`src/rtl/iob_sync_assim_fifo_r_big_pkg.sv`:
```
// Shared constants, configuration checks and helper types for the
// narrow-write / wide-read packing FIFO and its banked memory.
package iob_sync_assim_fifo_r_big_pkg;

  // Number of narrow words packed into one wide word.
  function automatic int fifo_ratio(input int w_data_w, input int r_data_w);
    return r_data_w / w_data_w;
  endfunction

  function automatic int fifo_log2ratio(input int w_data_w, input int r_data_w);
    return $clog2(r_data_w / w_data_w);
  endfunction

  function automatic int fifo_depth(input int addr_w);
    return 2 ** addr_w;
  endfunction

  // Wide width must be the narrow width times a power of two (at least 2),
  // and the FIFO must hold more than one wide word.
  function automatic bit fifo_cfg_ok(input int w_data_w, input int r_data_w, input int addr_w);
    int ratio;
    ratio = r_data_w / w_data_w;
    return (w_data_w > 0) && (r_data_w % w_data_w == 0) && (ratio >= 2) &&
           ((ratio & (ratio - 1)) == 0) && (addr_w > $clog2(ratio));
  endfunction

  typedef struct packed {
    logic write;
    logic read;
  } accept_t;

endpackage

```
`src/rtl/iob_2p_assim_sync_mem_r_big.sv`:
```
// Single-clock RAM: narrow write port, wide registered read port built from
// RATIO narrow banks read in parallel (bank 0 in the LSBs).
module iob_2p_assim_sync_mem_r_big
  import iob_sync_assim_fifo_r_big_pkg::*;
#(
  parameter int W_DATA_W = 8,
  parameter int R_DATA_W = 32,
  parameter int ADDR_W   = 6,
  localparam int LOG2RATIO = fifo_log2ratio(W_DATA_W, R_DATA_W),
  localparam int R_ADDR_W  = ADDR_W - LOG2RATIO
) (
  input  logic                clk,
  input  logic                rst,
  input  logic                w_en,
  input  logic [ADDR_W-1:0]   w_addr,
  input  logic [W_DATA_W-1:0] w_data,
  input  logic                r_en,
  input  logic [R_ADDR_W-1:0] r_addr,
  output logic [R_DATA_W-1:0] r_data
);

  localparam int RATIO      = fifo_ratio(W_DATA_W, R_DATA_W);
  localparam int BANK_DEPTH = fifo_depth(ADDR_W) / RATIO;

  if (!fifo_cfg_ok(W_DATA_W, R_DATA_W, ADDR_W)) begin : g_bad_cfg
    $error("iob_2p_assim_sync_mem_r_big: unsupported width/address configuration");
  end

  logic [W_DATA_W-1:0] bank_rd [RATIO];
  logic [R_DATA_W-1:0] rd_word;
  logic [LOG2RATIO-1:0] w_bank;
  logic [R_ADDR_W-1:0]  w_row;

  assign w_bank = w_addr[LOG2RATIO-1:0];
  assign w_row  = w_addr[ADDR_W-1:LOG2RATIO];

  for (genvar b = 0; b < RATIO; b++) begin : g_bank
    localparam logic [LOG2RATIO-1:0] BANK_ID = LOG2RATIO'(b);
    logic [W_DATA_W-1:0] mem [BANK_DEPTH];

    always_ff @(posedge clk) begin
      if (w_en && (w_bank == BANK_ID)) begin
        mem[w_row] <= w_data;
      end
    end

    assign bank_rd[b] = mem[r_addr];
  end

  always_comb begin
    rd_word = '0;
    for (int b = 0; b < RATIO; b++) begin
      rd_word[b*W_DATA_W +: W_DATA_W] = bank_rd[b];
    end
  end

  // Output register holds its value between accepted reads.
  always_ff @(posedge clk) begin
    if (rst) begin
      r_data <= '0;
    end else if (r_en) begin
      r_data <= rd_word;
    end
  end

endmodule

```
`src/rtl/iob_sync_assim_fifo_r_big.sv`:
```
// Single-clock asymmetric FIFO: narrow words in, packed wide words out with
// the oldest narrow word in the least-significant slice.
module iob_sync_assim_fifo_r_big
  import iob_sync_assim_fifo_r_big_pkg::*;
#(
  parameter int W_DATA_W = 8,
  parameter int R_DATA_W = 32,
  parameter int ADDR_W   = 6
) (
  input  logic                clk,
  input  logic                rst,
  input  logic                w_en,
  input  logic [W_DATA_W-1:0] w_data,
  output logic                w_full,
  input  logic                r_en,
  output logic [R_DATA_W-1:0] r_data,
  output logic                r_empty,
  output logic [ADDR_W:0]     level
);

  localparam int RATIO     = fifo_ratio(W_DATA_W, R_DATA_W);
  localparam int LOG2RATIO = fifo_log2ratio(W_DATA_W, R_DATA_W);
  localparam int DEPTH     = fifo_depth(ADDR_W);
  localparam int R_ADDR_W  = ADDR_W - LOG2RATIO;

  localparam logic [ADDR_W:0] LVL_DEPTH = (ADDR_W + 1)'(DEPTH);
  localparam logic [ADDR_W:0] LVL_RATIO = (ADDR_W + 1)'(RATIO);

  if (!fifo_cfg_ok(W_DATA_W, R_DATA_W, ADDR_W)) begin : g_bad_cfg
    $error("iob_sync_assim_fifo_r_big: unsupported width/address configuration");
  end

  logic [ADDR_W-1:0]   wptr;
  logic [R_ADDR_W-1:0] rptr;
  accept_t             acc;
  logic [ADDR_W:0]     level_next;

  // Flags decode the registered level, so both accepts see pre-cycle state.
  assign w_full  = (level == LVL_DEPTH);
  assign r_empty = (level < LVL_RATIO);

  always_comb begin
    acc.write  = w_en & ~w_full;
    acc.read   = r_en & ~r_empty;
    level_next = level;
    if (acc.write) begin
      level_next = level_next + (ADDR_W + 1)'(1);
    end
    if (acc.read) begin
      level_next = level_next - LVL_RATIO;
    end
  end

  always_ff @(posedge clk) begin
    if (rst) begin
      wptr  <= '0;
      rptr  <= '0;
      level <= '0;
    end else begin
      level <= level_next;
      if (acc.write) begin
        wptr <= wptr + ADDR_W'(1);
      end
      if (acc.read) begin
        rptr <= rptr + R_ADDR_W'(1);
      end
    end
  end

  iob_2p_assim_sync_mem_r_big #(
    .W_DATA_W (W_DATA_W),
    .R_DATA_W (R_DATA_W),
    .ADDR_W   (ADDR_W)
  ) u_mem (
    .clk    (clk),
    .rst    (rst),
    .w_en   (acc.write),
    .w_addr (wptr),
    .w_data (w_data),
    .r_en   (acc.read),
    .r_addr (rptr),
    .r_data (r_data)
  );

endmodule

```
`config.mk`:
```
export PLATFORM = sky130hd
export DESIGN_NAME = iob_sync_assim_fifo_r_big
export DESIGN_NICKNAME = d
export VERILOG_FILES = /design/src/rtl/iob_sync_assim_fifo_r_big_pkg.sv /design/src/rtl/iob_2p_assim_sync_mem_r_big.sv /design/src/rtl/iob_sync_assim_fifo_r_big.sv
export SDC_FILE = /design/constraint.sdc
export NUM_CORES = 1
export LEC_CHECK = 0
export BUFFER_PORTS_ARGS = -buffer_cell sky130_fd_sc_hd__buf_2
export CORE_MARGIN = 1
export CORE_UTILIZATION = 35
export CTS_BUF_LIST = sky130_fd_sc_hd__clkbuf_8
export CTS_CLUSTER_DIAMETER = 120
export CTS_CLUSTER_SIZE = 12
export DETAILED_ROUTE_END_ITERATION = 7
export PLACE_DENSITY = 0.47
export SYNTH_ARGS = -nofsm -noshare
export SYNTH_HDL_FRONTEND = slang
export SYNTH_HIERARCHICAL = 1
export SYNTH_SLANG_ARGS = --single-unit
```
`constraint.sdc`:
```
create_clock -name clk -period 6.11 [get_ports clk]
set_input_delay 0.9165 -clock clk [delete_from_list [all_inputs] [get_ports clk]]
set_output_delay 0.9165 -clock clk [all_outputs]
set_load 0.02 [all_outputs]
```
==> results_dict.tcl, run 1 <==
set metrics [dict create \
    run_status "finished, final reports clean" \
    gr-total-overflow 0 \
    synth_area_per_cell_um2 15.83 \
    grt_use_total_pct 18.24 \
    fmax_mhz 306.1 \
    worstSkewPairLatency_ns 0.66 \
    worstSetupEndpointType "output port" \
    fp-row-count 91 \
    gp_congestion 0.7564 \
    synth.most_common_cell "edfxtp_1" \
    numCtsBuffers 52 \
    synth_top_family_by_area "multiplexers" \
    clk_path_buf_depth 3 \
    io_pins 53 \
    synthSimpleGateAreaFrac_pct 6.656 \
    finalPower_w 0.007592 \
    post_cts_resized 0 \
    postLayoutCoreUtil_pct 38.58 \
    yosys-mux-area-fraction_pct 11.64 \
    hold-worst-slack_ns 0.4645 \
    synthArstFlopShare_pct 0 \
    critical_path_required_ns 5.19 \
    cts_max_level 2 \
    vias 11870 \
    grt_max_degree 126 \
    timing.final.crit_period_ns 3.267 \
    grt_use_met1_pct 25.93 \
    pre_cts_slack_ns 2.654 \
    critPathArrivalTime_ns 2.35 \
    start_kind "flip-flop" \
    fp.dieH_um 253.7 \
    synth_compound_area_share_pct 4.501 \
    use_met2_pct 28.85 \
    synth_edf_count 512 \
    ys_ff_latch 561 \
    dieArea_um2 64390 \
    rrSetupSlack_ns 2.93 \
    drv_cap 0 \
    min_path_type "flip-flop to flip-flop" \
    irDropWorstVdd_uv 254.0 \
    ctsHoldBuffers 0 \
    synth_top_cell_area_share_pct 69.31 \
    route.detailed.vias_per_inst 5.099 \
    root_buffer "clkbuf_8" \
    antenna_left 0 \
    holdPathStages 2 \
    yosysSeqAreaShare_pct 73.74 \
    drtPass1Iterations 5 \
    yosys.area_share.adder_pct 0.2820 \
    drive_gt1_share_pct 9.604 \
    grt_pass1_wl_mm 83.90 \
    min_to "u_mem/r_data[17]" \
    drc 0 \
    tightest_slew_ns 1.002 \
    finClkSkew_ns 0.01478 \
    syn_inst 1401 \
    synth_area_leaders "edfxtp_1, mux2i_1, dfxtp_1" \
    syn-num-nets 1418 \
    slew_headroom_pct 33.22 \
    fp.dieW_um 253.7 \
    start_util_pct 35.68 \
    critPathMaxFanout 10 \
    leakagePower_nw 7.338 \
    synth_area_leader_cell "edfxtp_1" \
    critPathKind "flip-flop to output port" \
    r2r-end "u_mem/g_bank[1].mem[13][1]" \
    ys_top_cells_by_count "edfxtp_1, mux2i_1, nand2_1, nand3_1, nor2_1" \
    finalMaxSlewViolations 0 \
    top_usage_layer "met2" \
    setup_tns_ns 0 \
    nets 1466 \
    antenna_found_initial 1 \
    syn_to_final_growth_pct 8.117 \
    use_met3_pct 2.735 \
    netlist_area_um2 22180 \
    finalCritPeriodShare_pct 53.46 \
    finalWorstSetupSlack_ns 2.843 \
    drt_iter0_drc 1104 \
    powerDensity_nw_per_um2 316.6 \
    wl_mm 58.04 \
    setup_viol 0 \
    finalHoldViolations 0 \
    worst_hold_startpoint "u_mem/r_data[17]" \
    io_buffers 52 \
    rr_worst_depth 5 \
    cts_tree "yes" \
    synth_cell_type_count 42 \
    fp.coreArea_um2 62170 \
    place_hpwl_mm 32.59 \
    cts_sinks 561 \
    first_global_vias 12190 \
    synth_xor_area_share_pct 0.4343 \
    ys_warn_count 6 \
    clkTransAtPathRegs_ns 0.08 \
    rsz0062_at_grt "no" \
    wl_per_cell_um 24.94 \
    r2r_start "level[3]" \
    cts_setup_buffers 0 \
    synth-main-ff-cell "edfxtp_1" \
]
-- worst max-delay path, stage by stage, from the launching register on --
cell	delay, ns
dfxtp_1	0.37
or4_1	0.76
or2_4	0.36
inv_1	0.06
buf_2	0.15
-- cells by family after synthesis --
logic type | after synthesis
mux | 258
compound gates | 149
flops | 561
xor+xnor | 11
fa+ha+maj | 5
buf+inv | 83
simple gates | 334
-- metrics by stage --
step	std cells	cell area, um2
6_report	2327	23980
5_1_grt	2327	23980
4_1_cts	2326	23980
3_5_place_dp	2232	23090
3_3_place_gp	2232	23090
2_1_floorplan	1401	22180
-- layout by cell type, fill, tap and decap left out, types with 15 or more instances in the layout --
| master | Yosys | layout |
|---|---|---|
| a21oi_1 | 58 | 58 |
| a22oi_1 | 64 | 64 |
| buf_2 | 13 | 52 |
| buf_4 | 11 | 15 |
| clkbuf_8 | 0 | 53 |
| dfxtp_1 | 49 | 48 |
| edfxtp_1 | 512 | 512 |
| inv_1 | 8 | 48 |
| mux2i_1 | 258 | 258 |
| nand2_1 | 115 | 115 |
| nand3_1 | 110 | 110 |
| nor2_1 | 79 | 78 |
-- worst max path at each step --
stage / from / end / cells after the start
after floorplan: w_en / u_mem/g_bank[0].mem[8][0] / 7
after global placement: w_en / u_mem/g_bank[3].mem[0][7] / 5
after detailed placement: w_en / u_mem/g_bank[2].mem[7][5] / 5
after CTS: level[3] / w_full / 4
after global routing: level[2] / u_mem/g_bank[1].mem[2][1] / 5
final: level[3] / w_full / 4
-- registers in the layout, summed over array words and instances, names as in the netlist --
signal / cells
level: 7
u_mem/g_bank.mem: 512
rptr: 4
wptr: 6
u_mem/r_data: 32
-- per-layer routing --
layer | vias up | routed length [um]
li1 | 5427 | -
met1 | 6052 | 26790
met2 | 302 | 27160
met3 | 85 | 2590
met4 | 0 | 1496
met5 | - | 0
-- cell type report --
| type | instances | area (um2) |
|---|---|---|
| inverter | 8 | 30.03 |
| timing repair buffer | 69 | 412.9 |
| clock inverter | 41 | 155.1 |
| antenna | 1 | 2.502 |
| sequential | 561 | 16360 |
| fill | 5894 | 38190 |
| multi-input combinational | 757 | 5245 |
| clock buffer | 53 | 729.5 |
| tap | 837 | 1047 |
-- power breakdown --
part / total [W] / switching, W / leakage [nW] / internal (W)
sequential: 0.00444 / 0.000120 / 5.01 / 0.00432
clock: 0.00205 / 0.00124 / 0.598 / 0.000805
combinational: 0.00110 / 0.000791 / 1.73 / 0.000314
(Power assumes the default switching activity.)
==> run 2: changes to the inputs <==
clock period = 3.4 ns   (was 6.11 ns; I/O delays follow)
==> run 2 against run 1 <==
Wire length is 1.6% lower. Clock-buffer cell count is the same. Core utilization rose by 0.59 points. Critical endpoint is now u_mem/g_bank[3].mem[14][6].
==> results_dict.tcl, run 2 (synthesized netlist as in run 1, its figures left out) <==
set metrics [dict create \
    path_cells "inv_1 > ha_1 > nand2_1 > o21ai_2 > inv_1 > nand3_1 > buf_4 > nor2_1" \
    critical_path_required_ns 3.70 \
    rsz0062_at_grt "no" \
    hold-worst-slack_ns 0.2301 \
    worst_hold_startpoint "w_en" \
    wl_per_cell_um 24.20 \
    io_pins 53 \
    slew_headroom_pct 25.91 \
    cts_tree "yes" \
    placed_area_um2 23440 \
    drv_cap 0 \
    switchingPower_w 0.003942 \
    leakagePower_nw 7.520 \
    grt_use_total_pct 17.86 \
    p_int_w 0.009863 \
    antenna_left 0 \
    gr-total-overflow 0 \
    min_path_type "input port to flip-flop" \
    postLayoutCoreUtil_pct 39.16 \
    drtPass1Iterations 4 \
    reg_top3 "u_mem/g_bank.mem: 512 flops, u_mem/r_data: 32 flops, level: 7 flops" \
    start_kind "flip-flop" \
    drc 0 \
    finClkSkew_ns 0.02769 \
    start_util_pct 35.68 \
    critPathSlowestCell "nor2_1" \
    setup_viol 0 \
    cp_top_family "simple AND/OR/NAND/NOR gates" \
    finalWorstSetupSlack_ns 0.4721 \
    run_status "finished, final reports clean" \
    fp-row-count 91 \
    timing.critical_path.buf_inv 3 \
    fmax_mhz 341.5 \
    seq_power_share_pct 57.6 \
    grt_pass1_wl_mm 82.64 \
    gp_congestion 0.7432 \
    fillerInstances 5833 \
    p_comb_share_pct 15.4 \
    irDropWorstVdd_uv 406.6 \
    r2r_start "level[0]" \
    fp.dieH_um 253.7 \
    route.detailed.vias_per_inst 5.090 \
    pre_cts_slack_ns 0.4324 \
    powerDensity_nw_per_um2 567.0 \
    nets 1495 \
    drive_gt1_share_pct 11.44 \
    worstSkewPairLatency_ns 0.67 \
    io_buffers 52 \
    vias 12010 \
    rrSetupSlack_ns 0.47 \
    cts_setup_buffers 0 \
    post_cts_resized 0 \
    fin_area_um2 24350 \
    largest_reg_flops 512 \
    critPathMostFrequentCell "inv_1" \
    antenna_found_initial 2 \
    fp.coreArea_um2 62170 \
    grt_max_degree 65 \
    swShare_pct 28.55 \
    drt_iter0_drc 827 \
    worstSetupEndpointType "flip-flop" \
    min_to "wptr[1]" \
    numCtsBuffers 52 \
    wl_mm 57.10 \
    timing.final.crit_period_ns 2.928 \
    final_cell_mix "edfxtp_1, mux2i_1, nand2_1" \
    max_stage_delay_ns 0.54 \
    rr_worst_depth 8 \
    clkPwrFrac_pct 27.0 \
    critPathMaxFanout 9 \
    syn_to_final_growth_pct 9.758 \
    finalCritPeriodShare_pct 86.11 \
    critPathArrivalTime_ns 3.22 \
    dieArea_um2 64390 \
    finalMaxSlewViolations 0 \
    critPathKind "flip-flop to flip-flop" \
    finalHoldViolations 0 \
    setup_tns_ns 0 \
    cts_max_level 2 \
    cts_sinks 561 \
    tightest_slew_ns 1.111 \
    holdPathStages 3 \
    place_hpwl_mm 35.17 \
    clkTransAtPathRegs_ns 0.08 \
    clk_path_buf_depth 3 \
    final_common_cell "edfxtp_1" \
    first_global_vias 12110 \
    top_register "u_mem/g_bank.mem" \
    r2r-end "u_mem/g_bank[3].mem[14][6]" \
    root_buffer "clkbuf_8" \
    fp.dieW_um 253.7 \
    ctsHoldBuffers 0 \
]
run 2: cell types whose count changed in the layout (fill, tap and decap cells not counted):
cell / delta
buf_12: +10
buf_4: +19
clkinvlp_4: +2
diode_2: +1
inv_1: +1
run 2: final cells by class:
type,count,area [um2],area share [%]
antenna,2,5.005,0.02056
clock buffer,53,729.5,2.996
clock inverter,44,173.9,0.7144
inverter,8,30.03,0.1233
multi-input combinational,757,5245,21.54
sequential,561,16360,67.20
tap,837,1047,4.302
timing repair buffer,98,755.7,3.104
run 2: how the worst max path moves through the flow:
stage	endpoint	slack (ns)	startpoint	depth (start not counted)
2_1_floorplan	u_mem/g_bank[0].mem[8][0]	0.84	level[0]	9
3_3_place_gp	u_mem/g_bank[3].mem[14][3]	0.49	level[0]	8
3_5_place_dp	u_mem/g_bank[3].mem[14][3]	0.43	level[0]	8
4_1_cts	u_mem/g_bank[0].mem[14][3]	0.44	level[0]	7
5_1_grt	u_mem/g_bank[3].mem[14][4]	0.24	level[0]	8
6_report	u_mem/g_bank[3].mem[14][6]	0.47	level[0]	8
run 2: power by group through the flow:
| stage | clock network (W) | logic, W | registers [W] |
|---|---|---|---|
| 3_5_place_dp | 0 | 0.00214 | 0.00812 |
| 3_3_place_gp | 0 | 0.00213 | 0.00813 |
| 6_report | 0.00373 | 0.00212 | 0.00796 |
| 5_1_grt | 0.00409 | 0.00228 | 0.00800 |
| 2_1_floorplan | 0 | 0.00103 | 0.00830 |
| 4_1_cts | 0.00388 | 0.00215 | 0.00797 |
run 2: metal layers:
| layer | global-route usage, % | share of wire (%) | vias to the layer above |
|---|---|---|---|
| li1 | - | - | 5485 |
| met4 | 4.028 | 1.7 | 0 |
| met1 | 25.29 | 47 | 6221 |
| met5 | 0 | 0 | - |
| met2 | 28.81 | 48 | 237 |
| met3 | 2.858 | 4.1 | 69 |
run 2: stage by stage:
| step | total power (W) | instances |
|---|---|---|
| final | 0.01380 | 2360 |
| after global routing | 0.01436 | 2359 |
| after CTS | 0.01400 | 2358 |
| after detailed placement | 0.01027 | 2261 |
| after global placement | 0.01026 | 2261 |
| after floorplan | 0.009335 | 1401 |
run 2: worst reg2reg max path, delay by kind of cell (launching register included):
family	cells	cell delay (ns)
AO/OA/AOI/OAI	1	0.13
adder cells (fa/ha/maj)	1	0.20
buffers and inverters	3	0.61
flip-flops	1	0.41
AND/OR/NAND/NOR	3	1.22
